File: config.mk
export PLATFORM = sky130hd
export DESIGN_NAME = ldd_decode_pipe
export DESIGN_NICKNAME = d
export VERILOG_FILES = /design/src/rtl/ldd_decode_pipe_pkg.sv /design/src/rtl/ldd_decode_table.sv /design/src/rtl/ldd_decode_pipe.sv
export SDC_FILE = /design/constraint.sdc
export NUM_CORES = 1
export LEC_CHECK = 0
export CAP_MARGIN = 0
export CORE_MARGIN = 2
export CORE_UTILIZATION = 66
export DETAILED_ROUTE_END_ITERATION = 10
export PLACE_DENSITY = 0.85
export RECOVER_POWER = 50
export SLEW_MARGIN = 20
export SYNTH_ARGS = -nofsm -noshare
export SYNTH_HDL_FRONTEND = slang
export SYNTH_HIERARCHICAL = 1
export SYNTH_SLANG_ARGS = --single-unit
File: constraint.sdc
create_clock -name clk -period 3.7 [get_ports clk]
set_input_delay 0.555 -clock clk [delete_from_list [all_inputs] [get_ports clk]]
set_output_delay 0.555 -clock clk [all_outputs]
set_load 0.03 [all_outputs]
File: src/rtl/ldd_decode_pipe_pkg.sv
// ldd_pkg: shared definitions for the pipelined ldd control decoder.
//   - decode-table address map (primary entries first, then qualifier entries)
//   - stage record carried through both pipeline stages
//   - lowest-set-bit helper used to pick the qualifier entry
// The stage record and table are sized from the LDD_* constants below; the
// top-level parameters default to these, so widths are changed here.
package ldd_pkg;

  localparam int LDD_OP_W    = 3;
  localparam int LDD_QUAL_W  = 5;
  localparam int LDD_OUT_W   = 19;
  localparam int LDD_TAG_W   = 4;
  localparam int LDD_QUAL_OP = 0;
  localparam int LDD_CNT_W   = 16;

  localparam int LDD_IDX_W     = LDD_OP_W + 1;
  localparam int LDD_P_BASE    = 0;
  localparam int LDD_Q_BASE    = 2 ** (LDD_OP_W + 1);
  localparam int LDD_TBL_DEPTH = LDD_Q_BASE + LDD_QUAL_W + 1;
  localparam int LDD_ADDR_W    = $clog2(LDD_TBL_DEPTH);
  localparam int LDD_QK_W      = $clog2(LDD_QUAL_W + 1);

  typedef struct packed {
    logic                 valid;
    logic [LDD_OUT_W-1:0] word;
    logic [LDD_TAG_W-1:0] tag;
  } stage_t;

  // Qualifier entry index: 0 when no bit is set, else (lowest set bit + 1).
  function automatic logic [LDD_QK_W-1:0] lowest_set_k(input logic [LDD_QUAL_W-1:0] q);
    logic [LDD_QK_W-1:0] k;
    k = '0;
    // Scan from the top so the lowest set bit is the last one to win.
    for (int i = LDD_QUAL_W - 1; i >= 0; i--) begin
      if (q[i]) begin
        k = LDD_QK_W'(i + 1);
      end else begin
        k = k;
      end
    end
    return k;
  endfunction

endpackage

File: src/rtl/ldd_decode_table.sv
// ldd_decode_table: run-time loadable decode table.
//   clk, rst_n            : clock, async active-low reset (clears every entry)
//   cfg_we/addr/data      : single write port; addresses past the table are ignored
//   rd_idx                : primary index {op, en}
//   rd_qual, rd_qual_en   : qualifier bits and whether to merge a qualifier entry
//   rd_word               : combinational lookup result
// The read port sees the registered table, so a write in the same cycle as a
// lookup of the same entry returns the old contents.
module ldd_decode_table
  import ldd_pkg::*;
(
  input  logic                  clk,
  input  logic                  rst_n,
  input  logic                  cfg_we,
  input  logic [LDD_ADDR_W-1:0] cfg_addr,
  input  logic [LDD_OUT_W-1:0]  cfg_data,
  input  logic [LDD_IDX_W-1:0]  rd_idx,
  input  logic [LDD_QUAL_W-1:0] rd_qual,
  input  logic                  rd_qual_en,
  output logic [LDD_OUT_W-1:0]  rd_word
);

  logic [LDD_OUT_W-1:0]  tbl_q [LDD_TBL_DEPTH];
  logic [LDD_OUT_W-1:0]  tbl_d [LDD_TBL_DEPTH];
  logic [LDD_ADDR_W-1:0] p_addr_s;
  logic [LDD_ADDR_W-1:0] q_addr_s;

  // Next table contents: apply an in-range write, otherwise hold.
  always_comb begin
    tbl_d = tbl_q;
    if (cfg_we && (cfg_addr < LDD_ADDR_W'(LDD_TBL_DEPTH))) begin
      tbl_d[cfg_addr] = cfg_data;
    end else begin
      tbl_d = tbl_q;
    end
  end

  // Table storage register.
  always_ff @(posedge clk or negedge rst_n) begin
    if (!rst_n) begin
      for (int i = 0; i < LDD_TBL_DEPTH; i++) begin
        tbl_q[i] <= '0;
      end
    end else begin
      tbl_q <= tbl_d;
    end
  end

  assign p_addr_s = LDD_ADDR_W'(LDD_P_BASE) + LDD_ADDR_W'(rd_idx);
  assign q_addr_s = LDD_ADDR_W'(LDD_Q_BASE) + LDD_ADDR_W'(lowest_set_k(rd_qual));

  // Lookup: primary entry, OR-merged with the qualifier entry when enabled.
  always_comb begin
    rd_word = tbl_q[p_addr_s];
    if (rd_qual_en) begin
      rd_word = tbl_q[p_addr_s] | tbl_q[q_addr_s];
    end else begin
      rd_word = tbl_q[p_addr_s];
    end
  end

endmodule

File: src/rtl/ldd_decode_pipe.sv
// ldd_decode_pipe: two-stage valid/ready decoder from {op, en, qual} to a
// multi-hot control word, with the mapping held in a loadable table.
//   clk, rst_n              : clock, async active-low reset
//   in_valid/in_ready       : command handshake; in_op/in_en/in_qual/in_tag payload
//   cfg_we/cfg_addr/cfg_data: decode table write port
//   out_valid/out_ready     : result handshake; out_word/out_tag payload (registered)
//   busy                    : any stage holds a command
//   zero_cnt                : saturating count of all-zero results delivered
// Optional: define LDD_ZERO_CNT_EN to build the zero-result counter;
// otherwise zero_cnt is tied to zero.
module ldd_decode_pipe
  import ldd_pkg::*;
#(
  parameter int OP_W    = LDD_OP_W,
  parameter int QUAL_W  = LDD_QUAL_W,
  parameter int OUT_W   = LDD_OUT_W,
  parameter int TAG_W   = LDD_TAG_W,
  parameter int QUAL_OP = LDD_QUAL_OP,
  parameter int CNT_W   = LDD_CNT_W
) (
  input  logic                                         clk,
  input  logic                                         rst_n,
  input  logic                                         in_valid,
  output logic                                         in_ready,
  input  logic [OP_W-1:0]                              in_op,
  input  logic                                         in_en,
  input  logic [QUAL_W-1:0]                            in_qual,
  input  logic [TAG_W-1:0]                             in_tag,
  input  logic                                         cfg_we,
  input  logic [$clog2(2**(OP_W+1)+QUAL_W+1)-1:0]      cfg_addr,
  input  logic [OUT_W-1:0]                             cfg_data,
  output logic                                         out_valid,
  input  logic                                         out_ready,
  output logic [OUT_W-1:0]                             out_word,
  output logic [TAG_W-1:0]                             out_tag,
  output logic                                         busy,
  output logic [CNT_W-1:0]                             zero_cnt
);

  stage_t             s1_q, s1_d;
  stage_t             s2_q, s2_d;
  logic               adv_s;
  logic               accept_s;
  logic [OUT_W-1:0]   lookup_s;

  ldd_decode_table u_table (
    .clk        (clk),
    .rst_n      (rst_n),
    .cfg_we     (cfg_we),
    .cfg_addr   (cfg_addr),
    .cfg_data   (cfg_data),
    .rd_idx     ({in_op, in_en}),
    .rd_qual    (in_qual),
    .rd_qual_en (in_op == OP_W'(QUAL_OP)),
    .rd_word    (lookup_s)
  );

  // Stage 2 can take new data when empty or when its content is being consumed.
  assign adv_s    = !s2_q.valid || out_ready;
  assign in_ready = !s1_q.valid || adv_s;
  assign accept_s = in_valid && in_ready;

  // Pipeline next-state: s1 moves into s2 on advance; s1 loads on accept.
  always_comb begin
    s1_d = s1_q;
    s2_d = s2_q;
    if (adv_s) begin
      s2_d = s1_q;
    end else begin
      s2_d = s2_q;
    end
    if (accept_s) begin
      s1_d.valid = 1'b1;
      s1_d.word  = lookup_s;
      s1_d.tag   = in_tag;
    end else if (adv_s) begin
      s1_d.valid = 1'b0;
    end else begin
      s1_d = s1_q;
    end
  end

  // Stage registers.
  always_ff @(posedge clk or negedge rst_n) begin
    if (!rst_n) begin
      s1_q <= '0;
      s2_q <= '0;
    end else begin
      s1_q <= s1_d;
      s2_q <= s2_d;
    end
  end

  assign out_valid = s2_q.valid;
  assign out_word  = s2_q.word;
  assign out_tag   = s2_q.tag;
  assign busy      = s1_q.valid || s2_q.valid;

`ifdef LDD_ZERO_CNT_EN
  logic [CNT_W-1:0] zero_cnt_q, zero_cnt_d;

  // Count delivered all-zero words, holding at the maximum value.
  always_comb begin
    zero_cnt_d = zero_cnt_q;
    if (s2_q.valid && out_ready && (s2_q.word == '0) && (zero_cnt_q != '1)) begin
      zero_cnt_d = zero_cnt_q + CNT_W'(1);
    end else begin
      zero_cnt_d = zero_cnt_q;
    end
  end

  // Zero-result counter register.
  always_ff @(posedge clk or negedge rst_n) begin
    if (!rst_n) begin
      zero_cnt_q <= '0;
    end else begin
      zero_cnt_q <= zero_cnt_d;
    end
  end

  assign zero_cnt = zero_cnt_q;
`else
  assign zero_cnt = '0;
`endif

endmodule

==> results of run 1 <==
final timing paths:
| kind | end | slack [ns] | startpoint |
|---|---|---|---|
| min in group asynchronous | u_table/tbl_q[99]$_DFFE_PN0P_ | 0.63 | rst_n |
| min | u_table/tbl_q[164]$_DFFE_PN0P_ | 0.48 | u_table/tbl_q[164]$_DFFE_PN0P_ |
| max reg2reg | s1_q[3]$_DFFE_PN0P_ | 1.17 | s1_q[23]$_DFFE_PN0P_ |
| max in group asynchronous | u_table/tbl_q[125]$_DFFE_PN0P_ | 0.86 | rst_n |
| max | busy | 0.76 | s1_q[23]$_DFFE_PN0P_ |
| min reg2reg | u_table/tbl_q[164]$_DFFE_PN0P_ | 0.48 | u_table/tbl_q[164]$_DFFE_PN0P_ |
flip-flops by register name, summed over array words and instances, names as in the netlist:
name and count:
out_tag 4, out_valid 1, out_word 19, s1_q 24
u_table/tbl_q 418
per-layer routing:
layer,vias up,routed length [um],GRT usage (%)
met4,0,1490,10.3
met1,6823,20200,40.4
met2,444,23200,46.3
met5,-,0,0
li1,5472,-,-
met3,117,2830,5.49
synth_stat cells, types with 19 or more instances:
cell and number:
a22oi_1 57, buf_4 22, mux2_4 19, o211ai_1 38, buf_2 32, clkbuf_1 72
mux4_2 76, a21oi_1 19, mux2_1 23, o221ai_1 19, nand2_1 81, mux2_2 399
nand4b_1 24, dfrtp_1 466, nand2b_1 25, a31o_1 19
cells by family after synthesis:
logic type	count (synthesis)	synth area share [%]
mux	517	31.3
buf+inv	149	3.82
compound gates	160	5.69
simple gates	176	4.99
flops	466	54.2
other cells	1	0.0174
placed cells by master (no fill, tap or decap), types with 13 or more instances in the layout:
cell / n
a22oi_1: 57
clkbuf_8: 13
o221ai_1: 19
clkdlybuf4s50_1: 64
mux2_4: 13
buf_4: 32
clkbuf_16: 49
mux2_1: 29
a31o_1: 19
nand2_1: 81
nand2b_1: 25
dfrtp_1: 466
conb_1: 16
a21oi_1: 19
mux4_2: 76
mux2_2: 399
nand4b_1: 24
o211ai_1: 39
per-stage QoR:
stage / setup WS (ns) / util (%) / hold WS (ns) / instances / power (mW)
after CTS: 0.748 / 74.1 / 0.0316 / 1969 / 14.0
final: 0.762 / 73.8 / 0.482 / 1969 / 13.9
after global routing: 0.386 / 73.8 / 0.499 / 1969 / 14.5
after floorplan: 1.50 / - / 0.259 / 1484 / 8.46
after global placement: 0.854 / 69.3 / 0.463 / 1887 / 9.09
after detailed placement: 0.798 / 69.3 / 0.474 / 1887 / 9.29
power groups by stage:
| stage | Clock, mW | Sequential [mW] | Combinational, mW |
|---|---|---|---|
| after floorplan | 0 | 6.72 | 1.73 |
| after global placement | 0 | 6.68 | 2.42 |
| after detailed placement | 0 | 6.76 | 2.53 |
| after CTS | 4.78 | 6.69 | 2.55 |
| after global routing | 5.00 | 6.81 | 2.71 |
| final | 4.70 | 6.70 | 2.52 |
area by class of cell:
type | count | area share [%]
repair buffers | 109 | 4.29
multi-input cells | 869 | 38.1
clock buffers | 71 | 6.03
inverters | 1 | 0.0157
clock inverters | 11 | 0.440
well taps | 442 | 2.32
flip-flops and latches | 466 | 48.8
worst register-to-register path: stages, from the launching register on:
cell	delay (ns)
dfrtp_1	0.92
and3b_1	0.28
clkbuf_1	0.90
o211ai_1	0.24
==> summary.txt, run 1 <==
post-synth top area share = 54.2%
Mapped Area = 21500 sq um
Sw Share = 25.7%
vias in the first global route = 13500
register area = 11700 sq um
CP max FO = 26
routed vias/inst = 6.53
Worst Path Required = 3.14 ns
Cell variety after synth = 46
initial drt markers = 1014
Total Routing Usage GR = 29.0%
Core Footprint = 32400 sq um
Filler cells = 1991
Root Driver = clkbuf_16
Leakage Power = 10.6 nW
Ports = 84
failing checks = max-capacitance violations, max-slew violations
unrepaired setup endpoints after global routing = no
share of layout cells above drive strength 1 = 42.0%
Final Cycle Share = 79.4%
detailed-router iteration count before antenna repair = 7
Worst-Margin Slew = 2.16 ns
vias = 12900
cts hold-fix bufs = 0
outcome = finished, violations left
worst vdd ir = 0.472 mV
setup bufs post-CTS = 0
post-synthesis cell count = 1469
main flop type after synthesis = dfrtp_1
Detail Placement HPWL = 29200 um
CTS Buf Count = 47
Slew HR = -44.2%
Hold Path Depth = 1
fin nets = 1536
multi-input logic area = 9090 sq um
routed wire length = 47800 um
pwr dens = 583 nW/um^2
post_cts resized = 0
Hold Crit Class = reg -> reg
R2R cell count = 3
post-route cell area = 23900 sq um
Max H-tree Level = 2
first-pass GRT wire length = 75700 um
port bufs = 67
worst stage delay on the critical path = 0.92 ns
DRC Markers = 0
Initial Util = 66.5%
Critical Path AT = 2.38 ns
number of synthesized flops with an enable pin = 0
DIE AREA = 34100 sq um
Top delay family on crit path = flip-flops
Psw = 3.58 mW
pin count of the biggest net entering global routing = 84
# diodes = 0
crit path capture type = primary output
final-report hold violation count = 0
CP Class = reg -> out
sequential group share of total power = 48.1%
Mean Syn Cell Area = 14.7 sq um
Chip Height = 185 um
Int Pwr = 10.3 mW
row count = 66
Clock Sinks = 466
Seq cells post-synth = 466
setup TNS = 0 ns
Synth warnings = 6
CP max stage cell = dfrtp_1
CP Buf/Inv Count = 1
Yosys top cell by area = dfrtp_1
routed wire length per instance = 24.3 um
Clock Latency Late Sink = 0.55 ns
CP Depth = 2
Clock Tree Buf Depth = 3
Die X = 185 um
post-route ant nets = 0
dpl cell area = 22400 sq um
crit-path cells = or2_2 > clkdlybuf4s50_1
clock power share = 33.8%
Slew Viols, Final = 82
Gate power share = 18.1%
Tmin final = 2.94 ns
initial antenna violation count = 0
Reg clk slew, reported paths = 0.06 ns
skew final = 0.0151 ns
Max Freq = 0.340 GHz
GPL Wtd Cong = 0.776
maxcap violations = 1
Synth area leaders = dfrtp_1, mux2_2, mux4_2
Worst setup SP type = flop
P&R area growth vs syn = 10.9%
Setup Viol. Count Final = 0
CTS tree = built
remaining global-route overflow = 0
fraction of registers with async set/reset = 100%
sequential cell area fraction in the yosys report = 54.2%
Power figures use the tool's default switching activity.
==> inputs of run 2 (changes only) <==
--- a/config.mk
+++ b/config.mk
@@ -7,9 +7,9 @@
 export LEC_CHECK = 0
 export CAP_MARGIN = 0
 export CORE_MARGIN = 2
-export CORE_UTILIZATION = 66
+export CORE_UTILIZATION = 55
 export DETAILED_ROUTE_END_ITERATION = 10
-export PLACE_DENSITY = 0.85
+export PLACE_DENSITY = 0.76
 export RECOVER_POWER = 50
 export SLEW_MARGIN = 20
 export SYNTH_ARGS = -nofsm -noshare
==> constraint.sdc (replaced) <==
create_clock -name clk -period 2.45 [get_ports clk]
set_input_delay 0.3675 -clock clk [delete_from_list [all_inputs] [get_ports clk]]
set_output_delay 0.3675 -clock clk [all_outputs]
set_load 0.03 [all_outputs]
==> summary.txt, run 2 (synthesis results as in run 1) <==
post-route cell area = 24600 sq um (was 23900 sq um)
Ports = 84 (unchanged)
DRC Markers = 0 (unchanged)
worst reg2reg path startpoint = out_valid$_DFFE_PN0P_ (was s1_q[23]$_DFFE_PN0P_)
final core occ = 63.6% (was 73.8%)
setup slack after layout = 0.0833 ns (was 0.762 ns)
Core Footprint = 38600 sq um (was 32400 sq um)
GPL Wtd Cong = 0.828 (was 0.776)
WHS = 0.418 ns (was 0.482 ns)
Worst Path Required = 2.08 ns (was 3.14 ns)
Final Cycle Share = 96.6%
CP Class = reg -> out (unchanged)
dpl ws = 0.0771 ns (was 0.798 ns)
clock power share = 33.2% (was 33.8%)
pwr dens = 852 nW/um^2 (was 583 nW/um^2)
Reg with most FFs = u_table/tbl_q (unchanged)
CTS tree = built (unchanged)
post-route ant nets = 0 (unchanged)
skew final = 0.0157 ns (was 0.0151 ns)
routed wire length = 48800 um (was 47800 um)
post_cts resized = 0 (unchanged)
initial drt markers = 1064 (was 1014)
sequential group share of total power = 48.2% (was 48.1%)
Finished Layout Cells = 2088 (was 1969)
Worst setup SP type = flop (unchanged)
Max Freq = 0.423 GHz
initial antenna violation count = 0 (unchanged)
Slew HR = -8.48% (was -44.2%)
routed vias/inst = 6.20 (was 6.53)
setup TNS = 0 ns (unchanged)
final-report hold violation count = 0 (unchanged)
Reg clk slew, reported paths = 0.06 ns (about the same)
detailed-router iteration count before antenna repair = 5 (was 7)
Max H-tree Level = 2 (unchanged)
Critical Path AT = 2.00 ns (was 2.38 ns)
Int Pwr = 15.5 mW (was 10.3 mW)
unrepaired setup endpoints after global routing = no (unchanged)
crit path capture type = primary output (unchanged)
maxcap violations = 1 (unchanged)
Hold Crit Class = in -> reg (was reg -> reg)
remaining global-route overflow = 0 (unchanged)
Root Driver = clkbuf_16 (unchanged)
Clock Sinks = 466 (unchanged)
routed wire length per instance = 23.4 um (was 24.3 um)
Hold Path Origin = in_tag[0] (was u_table/tbl_q[164]$_DFFE_PN0P_)
crit-path cells = buf_4 > or2_2 > clkdlybuf4s50_1 (was or2_2 > clkdlybuf4s50_1)
# diodes = 0 (unchanged)
fin nets = 1579 (was 1536)
vias = 12900 (about the same)
Chip Height = 202 um (was 185 um)
CP max stage cell = clkdlybuf4s50_1 (was dfrtp_1)
most frequent cells in the layout = dfrtp_1, mux2_2, nand2_1 (unchanged)
share of layout cells above drive strength 1 = 43.5% (was 42.0%)
total design power = 21.0 mW (was 13.9 mW)
Slew Viols, Final = 57 (was 82)
pin count of the biggest net entering global routing = 84 (unchanged)
row count = 72 (was 66)
Psw = 5.42 mW (was 3.58 mW)
Leakage Power = 10.9 nW (was 10.6 nW)
Initial Util = 55.7% (was 66.5%)
CP max FO = 11 (was 26)
Tmin final = 2.37 ns
worst stage delay on the critical path = 0.59 ns (was 0.92 ns)
first-pass GRT wire length = 77900 um (was 75700 um)
failing checks = max-capacitance violations, max-slew violations (unchanged)
Clock Latency Late Sink = 0.55 ns (about the same)
DIE AREA = 40800 sq um (was 34100 sq um)
port bufs = 67 (unchanged)
max reg flops = 418 (unchanged)
setup bufs post-CTS = 0 (unchanged)
Setup Viol. Count Final = 0 (unchanged)
CP startpoint = s1_q[23]$_DFFE_PN0P_ (unchanged)
Worst-Margin Slew = 1.63 ns (was 2.16 ns)
vias in the first global route = 13700 (was 13500)
Die X = 202 um (was 185 um)
outcome = finished, violations left (unchanged)
CTS Buf Count = 48 (was 47)
placed cells = 2004 (was 1887)
P&R area growth vs syn = 14.2% (was 10.9%)
worst vdd ir = 0.643 mV (was 0.472 mV)
Total Routing Usage GR = 24.4% (was 29.0%)
dpl cell area = 23100 sq um (was 22400 sq um)
Clock Tree Buf Depth = 3 (unchanged)
Gate power share = 18.5% (was 18.1%)
Detail Placement HPWL = 30200 um (was 29200 um)
most common cell after layout, fill and taps aside = dfrtp_1 (unchanged)
cts hold-fix bufs = 1 (was 0)
Sw Share = 25.8% (was 25.7%)
run 2: cell count changes in the layout (fill, tap and decap cells not counted), sizes merged:
cell	previous run	this run
buf	37	79
bufinv	2	1
clkbuf	79	78
clkinv	9	10
clkinvlp	0	1
dlygate4sd3	0	1
run 2: layout make-up:
class,count,area [sq um]
fill,2749,14100
clock buffer,71,1420
clock inverter,12,87.6
multi-input combinational,869,9100
tap,518,648
timing repair buffer,151,1670
sequential,466,11700
inverter,1,3.75
run 2: final timing paths:
| kind | to | cells after the start | slack [ns] |
|---|---|---|---|
| max | busy | 3 | 0.08 |
| min in group asynchronous | u_table/tbl_q[137]$_DFFE_PN0P_ | 2 | 0.79 |
| max reg2reg | s1_q[3]$_DFFE_PN0P_ | 3 | 0.28 |
| min | s1_q[0]$_DFFE_PN0P_ | 3 | 0.42 |
| max in group asynchronous | u_table/tbl_q[254]$_DFFE_PN0P_ | 3 | 0.38 |
| min reg2reg | u_table/tbl_q[169]$_DFFE_PN0P_ | 1 | 0.49 |
run 2: power by group through the flow:
stage / Clock, mW / Sequential, mW / Combinational (mW)
after CTS: 7.09 / 10.1 / 3.92
after detailed placement: 0 / 10.2 / 3.89
after global placement: 0 / 10.1 / 3.76
final: 6.97 / 10.1 / 3.88
after global routing: 7.42 / 10.3 / 4.17
after floorplan: 0 / 10.2 / 2.62
run 2: critical path, delay by kind of cell (launching register included):
kind | cells | cell delay (ns)
DFF | 1 | 0.39
buffers and inverters | 2 | 0.78
and+or+nand+nor | 1 | 0.29
run 2: per-layer routing:
metal | vias up | GRT usage [%] | part of all wire, %
li1 | 5547 | - | -
met1 | 6924 | 34.5 | 44
met5 | - | 0 | 0
met3 | 76 | 3.56 | 5.2
met4 | 0 | 7.17 | 1.9
met2 | 393 | 39.7 | 49
